===== config.mk =====
export PLATFORM = sky130hd
export DESIGN_NAME = regfile_wb_arbiter
export DESIGN_NICKNAME = d
export VERILOG_FILES = /design/src/rtl/regfile_wb_arbiter_pkg.sv /design/src/rtl/regfile_wb_arbiter_rr_arbiter2.sv /design/src/rtl/regfile_wb_arbiter.sv
export SDC_FILE = /design/constraint.sdc
export NUM_CORES = 1
export LEC_CHECK = 0
export ABC_AREA = 1
export CAP_MARGIN = 30
export CORE_MARGIN = 2
export CORE_UTILIZATION = 40
export DETAILED_ROUTE_END_ITERATION = 12
export GPL_TIMING_DRIVEN = 0
export PLACE_DENSITY = 0.83
export SKIP_CTS_REPAIR_TIMING = 1
export SLEW_MARGIN = 20
export SYNTH_ARGS = -nofsm -noshare
export SYNTH_HDL_FRONTEND = slang
export SYNTH_SLANG_ARGS = --single-unit

===== constraint.sdc =====
create_clock -name clk -period 1.2 [get_ports clk]
set_input_delay 0.24 -clock clk [delete_from_list [all_inputs] [get_ports clk]]
set_output_delay 0.24 -clock clk [all_outputs]
set_load 0.02 [all_outputs]

===== src/rtl/regfile_wb_arbiter_pkg.sv =====
// ---------------------------------------------------------------------------
// regfile_wb_arbiter_pkg
//   Shared core constants and small types used by the writeback arbiter and
//   any other block that needs the core data/register widths.
//
//   Contents:
//     CORE_XLEN      data width of writeback values
//     CORE_REG_AW    register address width
//     CORE_NUM_REGS  number of architectural registers (2**CORE_REG_AW)
//     grant_e        identity of the requester that won the last transfer
// ---------------------------------------------------------------------------
package regfile_wb_arbiter_pkg;

    localparam int CORE_XLEN     = 32;
    localparam int CORE_REG_AW   = 5;
    localparam int CORE_NUM_REGS = 2 ** CORE_REG_AW;

    // Requester that completed the most recent transfer.
    typedef enum logic {
        GRANT_REQ0 = 1'b0,
        GRANT_REQ1 = 1'b1
    } grant_e;

endpackage : regfile_wb_arbiter_pkg


===== src/rtl/regfile_wb_arbiter_rr_arbiter2.sv =====
// ---------------------------------------------------------------------------
// rr_arbiter2
//   Two-way round-robin grant for a shared single-ported resource.
//   A grant is only ever raised for a requester whose valid is high, and at
//   most one grant is high per cycle. When both request, the one that did not
//   win the last transfer is granted, so sustained contention alternates.
//   Grants are combinational; only the last-winner state is registered.
//
//   Ports:
//     clk     in   clock
//     reset   in   synchronous, active-high; last winner becomes requester 1
//                  so requester 0 wins the first tie
//     valid0  in   requester 0 is requesting
//     valid1  in   requester 1 is requesting
//     grant0  out  requester 0 granted this cycle (a transfer happens)
//     grant1  out  requester 1 granted this cycle (a transfer happens)
// ---------------------------------------------------------------------------
module rr_arbiter2
    import regfile_wb_arbiter_pkg::*;
(
    input  logic clk,
    input  logic reset,
    input  logic valid0,
    input  logic valid1,
    output logic grant0,
    output logic grant1
);

    grant_e last_grant;

    always_comb begin
        grant0 = valid0 && (!valid1 || (last_grant == GRANT_REQ1));
        grant1 = valid1 && (!valid0 || (last_grant == GRANT_REQ0));
    end

    // A grant is always a transfer (grant implies valid), so the winner
    // recorded here is exactly the last requester that moved data.
    always_ff @(posedge clk) begin
        if (reset) begin
            last_grant <= GRANT_REQ1;
        end else if (grant0) begin
            last_grant <= GRANT_REQ0;
        end else if (grant1) begin
            last_grant <= GRANT_REQ1;
        end
    end

endmodule : rr_arbiter2


===== src/rtl/regfile_wb_arbiter.sv =====
// ---------------------------------------------------------------------------
// regfile_wb_arbiter
//   Shares the register file's single write port between two writeback
//   requesters (req0: ALU/pipeline, req1: multi-cycle unit) and keeps a
//   pending-write scoreboard so decode can stall on operands still in flight.
//
//   Handshake (both requesters): a transfer happens in a cycle where
//   valid && ready. A requester that raises valid holds valid, rd and data
//   stable until it sees ready. ready is combinational from both valids and
//   the arbiter's last winner; it is never high without its own valid and
//   never high for both requesters in the same cycle. Nothing is buffered:
//   a requester that is not granted simply waits.
//
//   Ports:
//     clk, reset                   clock, synchronous active-high reset
//     req0_valid/rd/data, _ready   requester 0 writeback handshake
//     req1_valid/rd/data, _ready   requester 1 writeback handshake
//     issue_valid, issue_rd        decode issued an instruction writing rd
//     rs1_addr, rs2_addr           decode source operands
//     rs1_busy, rs2_busy           source operand has a write not yet landed
//     address_dest, data_dest,
//     write_dest                   registered register-file write port
// ---------------------------------------------------------------------------
module regfile_wb_arbiter
    import regfile_wb_arbiter_pkg::*;
#(
    parameter int XLEN   = CORE_XLEN,
    parameter int REG_AW = CORE_REG_AW
) (
    input  logic              clk,
    input  logic              reset,

    input  logic              req0_valid,
    input  logic [REG_AW-1:0] req0_rd,
    input  logic [XLEN-1:0]   req0_data,
    output logic              req0_ready,

    input  logic              req1_valid,
    input  logic [REG_AW-1:0] req1_rd,
    input  logic [XLEN-1:0]   req1_data,
    output logic              req1_ready,

    input  logic              issue_valid,
    input  logic [REG_AW-1:0] issue_rd,
    input  logic [REG_AW-1:0] rs1_addr,
    input  logic [REG_AW-1:0] rs2_addr,
    output logic              rs1_busy,
    output logic              rs2_busy,

    output logic [REG_AW-1:0] address_dest,
    output logic [XLEN-1:0]   data_dest,
    output logic              write_dest
);

    localparam int NUM_REGS = 2 ** REG_AW;

    // ------------------------------------------------------------------
    // Arbitration
    // ------------------------------------------------------------------
    logic grant0;
    logic grant1;

    rr_arbiter2 u_arb (
        .clk    (clk),
        .reset  (reset),
        .valid0 (req0_valid),
        .valid1 (req1_valid),
        .grant0 (grant0),
        .grant1 (grant1)
    );

    assign req0_ready = grant0;
    assign req1_ready = grant1;

    logic              xfer;
    logic [REG_AW-1:0] sel_rd;
    logic [XLEN-1:0]   sel_data;

    always_comb begin
        xfer     = grant0 || grant1;
        sel_rd   = grant1 ? req1_rd   : req0_rd;
        sel_data = grant1 ? req1_data : req0_data;
    end

    // ------------------------------------------------------------------
    // Registered write port: loaded on the transfer edge, the register
    // file commits it on the following edge. Writes to x0 are accepted
    // but never enabled. Address/data keep their value between transfers.
    // ------------------------------------------------------------------
    always_ff @(posedge clk) begin
        if (reset) begin
            write_dest   <= 1'b0;
            address_dest <= '0;
            data_dest    <= '0;
        end else if (xfer) begin
            write_dest   <= (sel_rd != '0);
            address_dest <= sel_rd;
            data_dest    <= sel_data;
        end else begin
            write_dest   <= 1'b0;
        end
    end

    // ------------------------------------------------------------------
    // Pending-write scoreboard, one bit per register.
    // The clear is tied to write_dest (the edge the register file actually
    // writes), not to the handshake, so busy drops only once the read port
    // shows the new value. The set is applied after the clear so a fresh
    // issue to the same register wins: it is the younger instruction.
    // ------------------------------------------------------------------
    logic [NUM_REGS-1:0] pending;
    logic [NUM_REGS-1:0] pending_next;

    always_comb begin
        pending_next = pending;
        if (write_dest) begin
            pending_next[address_dest] = 1'b0;
        end
        if (issue_valid && (issue_rd != '0)) begin
            pending_next[issue_rd] = 1'b1;
        end
        pending_next[0] = 1'b0;
    end

    always_ff @(posedge clk) begin
        if (reset) begin
            pending <= '0;
        end else begin
            pending <= pending_next;
        end
    end

    assign rs1_busy = pending[rs1_addr];
    assign rs2_busy = pending[rs2_addr];

endmodule : regfile_wb_arbiter


Word level (Yosys, flattened, before mapping)
Index checks and enable logic that the tools add are counted.

storage, ports and cells
  output and inout bits = 42
  word-level logic and storage cells = 45
  bits in registers = 71
  input port bits = 94

cells by class
  reduce and logical (&&, ||, !) cells = 14
  order comparisons = 6
  muxes and demuxes = 14
  bitwise operators = 5

operator list
  cell                                                                                 count
  32-bit 2-to-1 mux                                                                    3
  32-bit bitwise AND                                                                   1
  32-bit inverter                                                                      1
  32-bit bitwise OR                                                                    1
  5-bit by 6-bit < comparator with 1-bit output, second input constant                 4
  1-bit binary-select mux with 5-bit select                                            2
  1-bit demux with 5-bit select                                                        2
  5-bit by 1-bit greater-or-equal comparator with 1-bit output, second input constant  2
  5-bit nonzero test                                                                   2
  1-bit 2-to-1 mux                                                                     6
  1-bit logical AND                                                                    5
  5-bit 2-to-1 mux                                                                     1
  1-bit logical OR                                                                     3
  1-bit zero test                                                                      2
  1-bit inverter                                                                       2
  2-bit nonzero test                                                                   1
  2-bit OR reduction                                                                   1

Longest topological paths before layout
  depth after elaboration = 9
  mapped depth = 11
  depth with buffers taken out = 9

Hierarchy
From an unflattened synthesis, not the netlist that was laid out.

second synthesis, totals
  cells, all modules = 606
  area, all modules = 3782.4 µm²

modules (own cells, without submodules)
  module              cells each  seq. area each (µm²)  times used  area each (µm²)
  regfile_wb_arbiter  596         1381.3                1           3726.1
  rr_arbiter2         10          20.0                  1           56.3

Worst setup path before layout
OpenSTA, ideal clock, no wires.

  path kind = input to output
  from = input port rs1_addr[0]
  to = output port rs1_busy
  required time = 960 ps
  cell stages on the path = 11
  setup slack = -149 ps
  arrival = 1109 ps
  path through = buf_2 inv_2 buf_4 nand2_1 nand3_1 nand3_1 nand2_1 nand2_1 nand2_1 nand2_1 nand2_1

on the way
  cells in the longest elaborated chain, start to end = 2

ends and longest elaborated chain
  item                                       line                       RTL
  from (decl)                                regfile_wb_arbiter.sv:45   input logic [REG_AW-1:0] rs1_addr,
  1-bit binary-select mux with 5-bit select  regfile_wb_arbiter.sv:133  assign rs1_busy = pending[rs1_addr];
  1-bit 2-to-1 mux (not written as such)     regfile_wb_arbiter.sv:133
  to (decl)                                  regfile_wb_arbiter.sv:47   output logic rs1_busy,

Every way passes these cells. The select of a mux whose other input is x is not followed.

Final worst setup path
  from = register pending[21]
  to = output port rs1_busy

on the way
  cells in the longest elaborated chain, start to end = 2

ends and longest elaborated chain
  item                                       line                       RTL
  from (decl)                                regfile_wb_arbiter.sv:111  logic [NUM_REGS-1:0] pending;
  from (signal assigned)                     regfile_wb_arbiter.sv:129  pending <= pending_next;
  1-bit binary-select mux with 5-bit select  regfile_wb_arbiter.sv:133
  1-bit 2-to-1 mux (not written as such)     regfile_wb_arbiter.sv:133

Every way passes these cells. The select of a mux whose other input is x is not followed.

==> impl_results.md <==
* Largest net degree at the start of global routing at 15
* CP top delay family: simple AND/OR/NAND/NOR gates
* Clock transition at path regs at 80 ps
* Die footprint at 0.009881 mm^2
* Post-DP HPWL at 9687 um
* CTS Buffer Depth at 2
* VDD IR max at 0.8788 mV
* RePlAce Congestion at 0.9075
* Cell with the most instances after synthesis: nand2_1
* CP Data Required Time at 960 ps
* DR vias/cell at 5.438
* PortBufs at 130
* TritonRoute pass-1 iters at 5
* Core ar. at 0.008763 mm^2
* Stages on worst setup path at 9
* Diodes inserted at 0
* TritonCTS clock tree: yes
* Initial antenna violation count at 0
* Die span in x at 99.41 um
* Global-route usage over all layers at 0.2508
* Async S/R FF share, synth at 0
* Count of cell types in the netlist at 21
* Capture point of the worst reg-to-reg path: data_dest[13]$_SDFFE_PP0P_
* Setup TNS at -8039 ps
* Pins Over Slew Limit at 0
* Synth top area share at 0.3849
* CTS root buf: clkbuf_8
* Max FO, Critical Path at 3
* PwrDens at 1064 mW/mm^2
* Min Clock Period, post-route at 1610 ps
* Synth Flop Type: dfxtp_1
* Routed Antenna Nets at 0
* Synth cell count leaders: nand2_1, dfxtp_1, nand3_1, a21oi_1, o21ai_0
* FF+latch count, synth at 70
* Hold depth at 4
* Setup CP Type: flip-flop to primary output
* Die span in y at 99.41 um
* Rows at 34
* PnR worst setup slack at -410.0 ps
* Worst Hold Class: input port to flip-flop
* Maxcap violations at 0
* Drt wl/cell at 16.14 um
* Synthesized area at 0.003641 mm^2
* Detailed Route WL at 13610 um
* R2R depth at 10
* Vias in the first global route at 4254
* RSZ-0062 raised after global routing: yes
* Hold Vio Cnt, Final at 0
* Area growth syn-to-layout at 60.58%
* Maximum clock skew at final layout at 8.027 ps
* Cells after Synth at 572
* Reg2reg start: u_arb.last_grant$_SDFFE_PP1P_
* Ports at 136
* Post-Syn Nets at 666
* Slew margin rel. at 0.6051
* Cts bufs inserted at 9
* EDFF count, synth at 0
* CP Data Arrival Time at 1370 ps
* Finish-stage setup viols at 44
* Seq/Total Area, Yosys at 0.3849
* Post-route DRC at 0
* Least-Margin Pin Slew at 592.3 ps
* Worst Path Buf+Inv at 1
* Most frequent cell on the critical path: nand2_1
* Setup crit end: rs1_busy
* Via count at 4584
* Avg Inst Size Synth at 6.365 um^2
* Slowest cell delay on critical path at 350 ps
* R2r setup slk at -270 ps
* Ys Warns at 0
* Fmax at 621.1 MHz
* Slowest cell on the critical path: dfxtp_2
* Starting density of the core at 0.4155
* H-tree levels at 3
* Period utilization at 1.342
* Clk sinks at 70
* Status: finished with violations
* Worst-skew pair later-pin latency at 360 ps
* Top cells by area, synth: dfxtp_1, nand2_1, nand3_1, a21oi_1, o21ai_0
* DRT iter0 DRCs at 260
* Layout cell share with drive strength beyond 1 at 0.2327
* GRT overflow at 0
* Crit. End Element: primary output
* Violated checks: negative setup slack
* Cell leakage power at 0.002619 uW
* Dominant cell type by area after synthesis: dfxtp_1
* First-pass GRT wire length at 19840 um
* Crit path launch: pending[21]$_SDFF_PP0_
* Startpoint Class: flip-flop
* Worst-path cell chain: nand2_1 > nand3_1 > nand3_1 > nand2_1 > nand2_1 > nand2_1 > nand2_1 > nand2_2 > buf_6
* Fin nets at 824
* Final core occ at 0.6672
## sequential cells by signal, indices dropped and copies added (netlist names)
signal,cells
write_dest,1
pending,31
data_dest,32
u_arb.last_grant,1
address_dest,5
## cell families (layout without fill, tap and decap cells)
kind of cell | count (synthesis) | in the layout | share of synthesized area
compound gates | 136 | 136 | 0.1918
simple gates | 304 | 304 | 0.3457
buf+inv | 62 | 225 | 0.07766
flops | 70 | 70 | 0.3849
## metrics by stage
step | power, uW | hold slack, ps | instance area [um^2] | std cells | worst slack, ps
after global placement | 4039 | 445.3 | 5147 | 810 | -1036
after floorplan | 3322 | 421.9 | 3711 | 572 | -27.03
after CTS | 5999 | 426.7 | 5351 | 826 | -1096
final | 6222 | 367.0 | 5847 | 843 | -410.0
after global routing | 6463 | 400.0 | 5847 | 843 | -517.1
after detailed placement | 4067 | 452.9 | 5147 | 810 | -1063
## per-layer routing
metal | track usage | share of wire | vias to the layer above | wire (um)
li1 | - | - | 2219 | -
met2 | 0.4574 | 0.51 | 228 | 6978
met1 | 0.2656 | 0.37 | 2100 | 5053
met4 | 0.1012 | 0.026 | 0 | 351
met3 | 0.08222 | 0.090 | 37 | 1226
met5 | 0 | 0 | - | 0
## worst min path at each step
stage | start | endpoint | slack, ps
floorplan | req1_rd[0] | address_dest[0]$_SDFFE_PP0P_ | 420
global placement | data_dest[20]$_SDFFE_PP0P_ | data_dest[20]$_SDFFE_PP0P_ | 450
detailed placement | data_dest[22]$_SDFFE_PP0P_ | data_dest[22]$_SDFFE_PP0P_ | 450
CTS | reset | u_arb.last_grant$_SDFFE_PP1P_ | 430
global route | issue_rd[4] | pending[12]$_SDFF_PP0_ | 400
finish | issue_rd[0] | pending[8]$_SDFF_PP0_ | 370
## placed cells by master, fill, tap and decap left out, types with 2 or more instances in the layout
cell type,instances
a21oi_1,52
a21oi_2,9
a31oi_1,5
buf_12,5
buf_2,8
buf_4,7
buf_6,16
buf_8,5
clkbuf_1,9
clkbuf_16,3
clkbuf_2,22
clkbuf_8,9
clkdlybuf4s50_1,79
clkinvlp_4,2
dfxtp_1,43
dfxtp_2,21
dfxtp_4,6
dlymetal6s2s_1,22
inv_1,17
inv_2,11
inv_6,3
inv_8,2
nand2_1,204
nand2_2,12
nand3_1,58
nand3_2,8
nor2_1,8
nor3_1,5
nor3_4,6
o21ai_0,46
o21ai_1,12
o21ai_2,8
o31ai_1,3
## worst register-to-register path, cell delays in order (launching register included)
cell	delay (ps)
dfxtp_4	360
buf_6	120
o21ai_4	150
buf_6	120
buf_6	110
nand2_8	70
clkinv_8	90
buf_8	120
buf_6	100
nand2_2	50
a21oi_2	120
## power breakdown
| part | switching (uW) | leakage (uW) | internal (uW) |
|---|---|---|---|
| logic | 891 | 0.00193 | 787 |
| registers | 114 | 0.000588 | 2450 |
| clock network | 993 | 0.0000968 | 984 |
## cell type report
cell class,instances,area (um^2)
Sequential cell,70,1450
Buffer,30,271.5
Timing Repair Buffer,147,1469
Inverter,32,147.6
Tap cell,108,135.1
Clock inverter,7,80.08
Clock buffer,9,123.9
Fill cell,707,2917
Multi-Input combinational cell,440,2170
(Power assumes the default switching activity.)
==> RTL edit: new RTL, config.mk and constraints unchanged <==
The package constant `CORE_REG_AW` goes from 5 to 3.
--- a/src/rtl/regfile_wb_arbiter_pkg.sv
+++ b/src/rtl/regfile_wb_arbiter_pkg.sv
@@ -12,7 +12,7 @@
 package regfile_wb_arbiter_pkg;
 
     localparam int CORE_XLEN     = 32;
-    localparam int CORE_REG_AW   = 5;
+    localparam int CORE_REG_AW   = 3;
     localparam int CORE_NUM_REGS = 2 ** CORE_REG_AW;
 
     // Requester that completed the most recent transfer.
Ports: changed (6 resized); port bits go from 136 to 124. The function was not compared with the original's and may differ.
==> RTL edit against the unedited design <==
- the run still ends with setup timing left
- design area shrank 21%
- total power decreased by 30%
- clock power shrank 43%
- global-route usage is 3.6 points lower
- area after synthesis decreased by 34%
- sequential cell count decreased by 26
- worst setup slack better by 110 ps
- first-iteration DRC count fell by 57%
- sequential share of layout area shrank 5.5 points
- wire length shrank 36%
- largest power group unchanged
- highest routed layer unchanged
==> RTL edit: results (changes against the unedited design) <==
* Status: finished with violations
* Failing checks: setup timing
* H-tree depth at 2 (-1)
* Port bufs at 121 (-6.9%)
* Biggest registers after layout: data_dest x32, pending x7, address_dest x3
* Initial antenna violation count at 0 (unchanged)
* Hold crit path type: in -> reg
* Synth Warn # at 0 (unchanged)
* Global-route usage over all layers at 0.215 (-0.0362)
* FFs w/ async S/R, synth at 0 (unchanged)
* Post-DP HPWL at 5580 um (-42%)
* First-pass GRT wire length at 11200 um (-44%)
* Via density at 4.98 (-8.5%)
* Top post-synthesis cells by count: 163 x nand2_1, 45 x inv_1, 44 x dfxtp_1, 42 x nand3_1, 38 x a21oi_1
* Initial DRC count at 111 (-57%)
* Worst Path Max Fanout at 7 (+4)
* Unique masters post-synth at 19 (-9.5%)
* Hold Crit Depth at 2 (-2)
* Clock-pin slew on the worst setup and hold paths at 80 ps (about the same)
* Leak pwr at 2.64 nW (+0.88%)
* Clock buffer count from CTS at 5 (-4)
* Reg2Reg Depth at 8 (-2)
* Maximum vdd drop at 0.641 mV (-27%)
* Post-synthesis area per instance at 6.07 um2 (-4.6%)
* Worst setup margin at -302 ps (+108 ps)
* Ranking of synthesized cells by area: dfxtp_1 37%, nand2_1 26%, nand3_1 8.8%
* First drt pass iteration count at 4 (-1)
* Setup tns final at -5680 ps (+2360 ps)
* Largest net degree at the start of global routing at 14 (-1)
* Post-Layout Cell Count at 616 (-27%)
* Max transition margin at 0.575 (-0.0302)
* Post-DP Area at 0.00369 mm2 (-28%)
* Clk Latency, worst-skew pair at 300 ps (-60 ps)
* Post-Place Setup Slack at -900 ps (+163 ps)
* Ant diodes at 0 (unchanged)
* Critical path arrival at 1260 ps (-110 ps)
* Final setup fails at 41 (-6.8%)
* Clock Skews at 13.9 ps (+5.87 ps)
* Per-cell routed wire length at 14.1 um (-13%)
* Gpl congestion at 0.827 (-8.8%)
* Vias in the first global route at 2646 (-38%)
* Post-Syn Nets at 477 (-28%)
* Placed Instances at 589 (-27%)
* Fraction of layout cells with a size suffix above 1 at 0.253 (+0.0206)
* Register area share after synthesis at 0.369 (-0.0159)
* Synth Flop Type: dfxtp_1
* Root Driver: clkbuf_8
* CTS max path bufs at 2 (unchanged)
==> RTL edit: area by class of cell <==
cell class,count,area [um2]
Timing Repair Buffer,140,1570
Inverter,55,211
Multi-Input combinational cell,273,1530
Tap cell,75,93.8
Fill cell,419,1260
Buffer,21,188
Clock inverter,2,35.0
Sequential cell,44,888
Clock buffer,6,72.6
==> RTL edit: where the power goes <==
part	leakage (nW)	switching, W	internal [W]
Clock	0.0552	0.000498	0.000618
Combinational	2.22	0.000785	0.000799
Sequential	0.366	0.0000684	0.00158
Total	2.64	0.00135	0.00299
==> RTL edit: per-layer routing <==
layer  track usage  vias to the layer above  share of wire
li1              -                     1519              -
met1         0.237                     1421           0.39
met2         0.393                      116           0.53
met3        0.0656                        9          0.068
met4        0.0644                        0          0.010
met5             0                        -              0
==> RTL edit: cell families (layout without fill, tap and decap cells) <==
| kind of cell | after synthesis | count (layout) | synth area share |
|---|---|---|---|
| flops | 44 | 44 | 0.369 |
| simple gates | 221 | 221 | 0.384 |
| buf+inv | 76 | 224 | 0.129 |
| compound gates | 52 | 52 | 0.118 |
==> RTL edit: critical path: stages, from the launching register on <==
cell and delay (ps):
dfxtp_4 360, buf_6 120, o21ai_4 180, buf_6 160
inv_2 40, buf_6 120
==> RTL edit: worst paths after layout <==
path                                                    start                    endpoint  slack, ps
worst max-delay path            u_arb.last_grant$_SDFFE_PP1P_                  req0_ready       -300
worst min-delay path                                    reset  data_dest[29]$_SDFFE_PP0P_        440
worst max register to register  u_arb.last_grant$_SDFFE_PP1P_  data_dest[19]$_SDFFE_PP0P_       -220
worst min register to register     data_dest[28]$_SDFFE_PP0P_  data_dest[28]$_SDFFE_PP0P_        480
